[config.mk]
export PLATFORM = sky130hd
export DESIGN_NAME = rs_alloc_select_ctrl_flat
export DESIGN_NICKNAME = d
export VERILOG_FILES = /design/src/rtl/rs_alloc_select_if.sv /design/src/rtl/rs_alloc_select_ctrl.sv /design/src/flat_wrapper.sv
export SDC_FILE = /design/constraint.sdc
export NUM_CORES = 1
export LEC_CHECK = 0
export BUFFER_PORTS_ARGS = -buffer_cell sky130_fd_sc_hd__buf_4
export CAP_MARGIN = 20
export CORE_MARGIN = 1
export CORE_UTILIZATION = 35
export DETAILED_ROUTE_END_ITERATION = 10
export PLACE_DENSITY = 0.6
export SLEW_MARGIN = 25
export SYNTH_ARGS = -nofsm -noshare
export SYNTH_HDL_FRONTEND = slang
export SYNTH_SLANG_ARGS = --single-unit
[constraint.sdc]
create_clock -name clk -period 3.7 [get_ports clk]
set_clock_uncertainty 0.1 [all_clocks]
set_input_delay 0.555 -clock clk [delete_from_list [all_inputs] [get_ports clk]]
set_output_delay 0.555 -clock clk [all_outputs]
set_load 0.02 [all_outputs]
[src/rtl/rs_alloc_select_if.sv]
// Dispatch/wakeup/select handshake bundle for one reservation-station bank.
// The master side is the pipe front-end; the slave side is the RS controller.
interface rs_alloc_select_if #(
  parameter int unsigned RS_ENTRIES = 8,
  parameter int unsigned IDX_W      = $clog2(RS_ENTRIES)
);
  logic                  dispatch_valid;
  logic                  entry_free;
  logic [IDX_W-1:0]      entry_index;
  logic [RS_ENTRIES-1:0] ready_vec;
  logic                  issue_valid;
  logic [IDX_W-1:0]      issue_index;
  logic                  issue_en;
  logic                  flush;
  logic [IDX_W:0]        occupancy;

  modport master (
    output dispatch_valid, ready_vec, issue_en, flush,
    input  entry_free, entry_index, issue_valid, issue_index, occupancy
  );

  modport slave (
    input  dispatch_valid, ready_vec, issue_en, flush,
    output entry_free, entry_index, issue_valid, issue_index, occupancy
  );
endinterface

[src/rtl/rs_alloc_select_ctrl.sv]
// Reservation-station bank controller: valid bitmap, age matrix, lowest-free
// allocation and oldest-ready selection for one execution pipe.
module rs_alloc_select_ctrl #(
  parameter int unsigned RS_ENTRIES = 8
) (
  input logic              clk,
  input logic              rst,
  rs_alloc_select_if.slave bus
);
  localparam int unsigned IDX_W = $clog2(RS_ENTRIES);

  logic [RS_ENTRIES-1:0] valid_q, valid_d;
  // older_q[i][j] = 1 means entry i was allocated before entry j
  logic [RS_ENTRIES-1:0] older_q [RS_ENTRIES];
  logic [RS_ENTRIES-1:0] older_d [RS_ENTRIES];
  logic [IDX_W:0]        occ_q, occ_d;

  logic                  entry_free;
  logic [IDX_W-1:0]      entry_index;
  logic                  alloc_found;
  logic [RS_ENTRIES-1:0] eligible;
  logic                  issue_valid;
  logic [IDX_W-1:0]      issue_index;
  logic                  blocked;
  logic                  do_alloc;
  logic                  do_free;

  // Allocation: lowest-numbered free entry, 0 when full.
  always_comb begin
    entry_free  = |(~valid_q);
    entry_index = '0;
    alloc_found = 1'b0;
    for (int i = 0; i < int'(RS_ENTRIES); i++) begin
      if (!valid_q[i] && !alloc_found) begin
        entry_index = IDX_W'(i);
        alloc_found = 1'b1;
      end
    end
  end

  // Select: the eligible entry that no other eligible entry is older than.
  always_comb begin
    eligible    = valid_q & bus.ready_vec;
    issue_valid = |eligible;
    issue_index = '0;
    blocked     = 1'b0;
    for (int k = RS_ENTRIES - 1; k >= 0; k--) begin
      blocked = 1'b0;
      for (int j = 0; j < int'(RS_ENTRIES); j++) begin
        if (eligible[j] && older_q[j][k]) begin
          blocked = 1'b1;
        end
      end
      if (eligible[k] && !blocked) begin
        issue_index = IDX_W'(k);
      end
    end
  end

  always_comb begin
    // Illegal dispatch into a full bank is dropped here.
    do_alloc = bus.dispatch_valid & entry_free;
    do_free  = issue_valid & bus.issue_en;
    valid_d  = valid_q;
    occ_d    = occ_q;
    for (int i = 0; i < int'(RS_ENTRIES); i++) begin
      older_d[i] = older_q[i];
    end
    if (bus.flush) begin
      valid_d = '0;
      occ_d   = '0;
    end else begin
      if (do_free) begin
        valid_d[issue_index] = 1'b0;
      end
      if (do_alloc) begin
        valid_d[entry_index] = 1'b1;
        older_d[entry_index] = '0;
        for (int j = 0; j < int'(RS_ENTRIES); j++) begin
          older_d[j][entry_index] = valid_q[j];
        end
      end
      occ_d = occ_q + (IDX_W+1)'(do_alloc) - (IDX_W+1)'(do_free);
    end
  end

  always_ff @(posedge clk) begin
    if (rst) begin
      valid_q <= '0;
      occ_q   <= '0;
      for (int i = 0; i < int'(RS_ENTRIES); i++) begin
        older_q[i] <= '0;
      end
    end else begin
      valid_q <= valid_d;
      occ_q   <= occ_d;
      for (int i = 0; i < int'(RS_ENTRIES); i++) begin
        older_q[i] <= older_d[i];
      end
    end
  end

  assign bus.entry_free  = entry_free;
  assign bus.entry_index = entry_index;
  assign bus.issue_valid = issue_valid;
  assign bus.issue_index = issue_index;
  assign bus.occupancy   = occ_q;

endmodule

[src/flat_wrapper.sv]
// flat-port wrapper written by rule: the top's interface ports become plain ports
module rs_alloc_select_ctrl_flat 
#(
  parameter int unsigned RS_ENTRIES = 8
)
  (clk, rst, bus_dispatch_valid, bus_ready_vec, bus_issue_en, bus_flush, bus_entry_free, bus_entry_index, bus_issue_valid, bus_issue_index, bus_occupancy);
  rs_alloc_select_if #(.RS_ENTRIES(RS_ENTRIES)) bus_i ();
  input logic clk;
  input logic rst;
  input wire logic [$bits(bus_i.dispatch_valid)-1:0] bus_dispatch_valid;
  input wire logic [$bits(bus_i.ready_vec)-1:0] bus_ready_vec;
  input wire logic [$bits(bus_i.issue_en)-1:0] bus_issue_en;
  input wire logic [$bits(bus_i.flush)-1:0] bus_flush;
  output wire logic [$bits(bus_i.entry_free)-1:0] bus_entry_free;
  output wire logic [$bits(bus_i.entry_index)-1:0] bus_entry_index;
  output wire logic [$bits(bus_i.issue_valid)-1:0] bus_issue_valid;
  output wire logic [$bits(bus_i.issue_index)-1:0] bus_issue_index;
  output wire logic [$bits(bus_i.occupancy)-1:0] bus_occupancy;
  assign bus_i.dispatch_valid = bus_dispatch_valid;
  assign bus_i.ready_vec = bus_ready_vec;
  assign bus_i.issue_en = bus_issue_en;
  assign bus_i.flush = bus_flush;
  assign bus_entry_free = bus_i.entry_free;
  assign bus_entry_index = bus_i.entry_index;
  assign bus_issue_valid = bus_i.issue_valid;
  assign bus_issue_index = bus_i.issue_index;
  assign bus_occupancy = bus_i.occupancy;
  rs_alloc_select_ctrl #(.RS_ENTRIES(RS_ENTRIES)) u_core (.clk(clk), .rst(rst), .bus(bus_i));
endmodule
==> results.yml <==
floorplan:
  die_area_um2: 10800
  core_um2: 9910
  die_x_um: 104
  num_rows: 36
  start_util: 0.367
  ios: 25
  die_h_um: 104
routing:
  route.detailed.drc: 0
  ant_nets: 0
  viasPerCell: 5.53
  vias: 3127
  routed_wl_um: 10500
  initialDrtViolationCount: 182
  firstDrtPassIters: 4
  avgRoutedWirePerCell_um: 18.5
place:
  gp_congestion: 0.895
  port_buffers: 24
  pre_cts_slack_ps: 723
  dp_hpwl_um: 7650
  dp_cells: 549
timing:
  final-setup-viol-count: 0
  tightest_slew_ps: 879
  period_needed_ps: 3380
  slew_violations: 0
  fmax_ghz: 0.296
  slew_headroom: 0.413
  fin_setup_tns_ps: 0
  period_share: 0.912
  hold_viol: 0
  rsz0062_at_grt: "no"
  setup_ws_ps: 324
  hold_ws_ps: 353
critical_path:
  cpPeakStageDelay_ps: 610
  crit_type: "reg2out"
  crit_chain: "and3_1 -> a2111oi_0 -> nand3_1 -> o211ai_1 -> a21o_1 -> buf_4"
  worst_ep_arrival_time_ps: 2720
  critPathLaunch: "u_core.valid_q[0]$_SDFF_PP0_"
  slowest_stage: "dfxtp_1"
  crit_path_end_kind: "primary output"
  r2r_start: "u_core.valid_q[0]$_SDFF_PP0_"
  cp.required_ps: 3040
  path_max_fanout: 22
  startpoint_type: "register"
  cp.buffers_inverters: 1
  crit_family: "compound AO/OA/AOI/OAI gates"
  r2r_slack_ps: 660
global_route:
  grt_max_degree: 28
  grt_pass1_wl_um: 17200
  grt_usage: 0.205
  antenna_found_initial: 0
  overflow: 0
  grt_pass1_vias: 3196
synthesis:
  syn-num-nets: 433
  synth_seq_area_share: 0.418
  async_reset_ff_frac: 0
  synth_cell_types: 62
  synth_seq_cells: 76
  yosysWarnings: 0
  synth_edf_count: 0
  avgSynthCellArea_um2: 8.77
  yosys_most_used_dff: "dfxtp_1"
  synthCells: 415
  syn_area_um2: 3640
clock_tree:
  cts_hold_buf: 0
  cts_buffers: 9
  htreeDepth: 3
  postCtsResizedCells: 0
  cts_setup_buffers: 0
  cts_tree: "yes"
  root_buffer: "clkbuf_8"
  clk_pin_slew_ps: 80
  ctsLongestPathBuffers: 2
  cts.sinks: 76
  clkLatencyLatePin_ps: 350
run_status:
  status: "finished, final reports clean"
finish:
  drive_above_1_share: 0.150
  syn_to_final_growth_pct: 11.6
  antennaDiodeCount: 0
  finalNonFillerCells: 565
  fin_nets: 445
power:
  p_per_area_nw_per_um2: 368
  static-leakage-power_nw: 1.52
  irDropWorstVdd_v: 0.000173
  report.power.total_mw: 1.50
min_path:
  hp-class: "reg2reg"
flow_run:
  maxCapViolCount: 0
==> metal layers <==
metal,wire length [µm],part of all wire,track usage
met1,4660,0.45,0.259
met2,4830,0.46,0.332
met3,665,0.064,0.0464
met4,310,0.030,0.0918
met5,0,0,0
==> synth_stat cells, types with 2 or more instances <==
library cell   n  area share
a211oi_1       6       0.012
a21o_1         3      0.0062
a21oi_1       17       0.023
a21oi_2        2      0.0048
a311o_1        2      0.0055
a311oi_1       3      0.0072
a31oi_1        3      0.0052
and2_1        14       0.024
and3_1         5      0.0086
and3b_1        2      0.0048
and4b_1        2      0.0055
buf_2         16       0.022
buf_4          3      0.0062
clkbuf_1       7      0.0072
dfxtp_1       76        0.42
ha_1           4       0.014
inv_1         10       0.010
mux2i_1       21       0.058
nand2_1       30       0.031
nand2b_1       2      0.0034
nand3_1       42       0.058
nand4_1       12       0.021
nand4b_1       3      0.0072
nor2_1        43       0.044
nor2b_1        3      0.0052
nor3_1        13       0.018
nor3_2         3      0.0083
nor3_4         2      0.0089
nor4_1         3      0.0052
o21a_1        22       0.045
o21ai_0        5      0.0069
or2_2          4      0.0069
or4_4          2      0.0062
xor2_1         2      0.0048
==> path summary, 6_finish.rpt <==
check                                             to  depth (start not counted)
setup / recovery                  bus_issue_index[0]                          6
hold / removal                              register                          2
setup reg to reg  u_core.bus.occupancy[3]$_SDFF_PP0_                         12
hold reg to reg                             register                          2
==> through the flow <==
step,utilization,cell area [µm²]
2_1_floorplan,-,3640
3_3_place_gp,0.392,3880
6_report,0.410,4060
5_1_grt,0.410,4060
4_1_cts,0.410,4060
3_5_place_dp,0.392,3880
==> power by group <==
group          internal, mW  leakage [nW]  total [mW]  switching, mW
Sequential            0.821         0.612       0.828        0.00719
Clock                 0.281        0.0896       0.581          0.300
Combinational        0.0301         0.816      0.0865         0.0564
Total                  1.13          1.52        1.50          0.363
==> layout by cell type (no fill, tap or decap), types with 2 or more instances in the layout <==
master,count
dfxtp_1,76
nor2_1,43
nand3_1,42
nand2_1,30
buf_4,30
o21a_1,22
mux2i_1,21
a21oi_1,17
and2_1,14
nor3_1,13
nand4_1,12
clkbuf_8,11
inv_1,10
a211oi_1,6
and3_1,5
o21ai_0,5
or2_2,4
ha_1,4
a311oi_1,3
nor4_1,3
nand4b_1,3
nor3_2,3
a21o_1,3
nor2b_1,3
a31oi_1,3
a311o_1,2
nor3_4,2
and3b_1,2
nand2b_1,2
and4b_1,2
or4_4,2
a21oi_2,2
xor2_1,2
clkbuf_1,2
==> worst min-delay path, delay by kind of cell, from the launching register on <==
family,cells,cell delay [ps]
buffers and inverters,1,50
DFF,1,330
and+or+nand+nor,1,40
==> cell type report <==
cell class / instances / area (µm²)
clock buffer: 13 / 159
sequential: 76 / 1520
multi-input combinational: 300 / 1930
clock inverter: 3 / 21.3
fill: 1011 / 5850
tap: 133 / 166
timing repair buffer: 30 / 225
inverter: 10 / 37.5
==> kinds of logic after synthesis <==
| group | share of synthesized area |
|---|---|
| flip-flops | 0.418 |
| AND/OR/NAND/NOR | 0.284 |
| XOR/XNOR | 0.00722 |
| AO/OA/AOI/OAI | 0.162 |
| multiplexers | 0.0578 |
| buffers and inverters | 0.0512 |
| adder cells (fa/ha/maj) | 0.0193 |
Power figures use the tool's default switching activity.
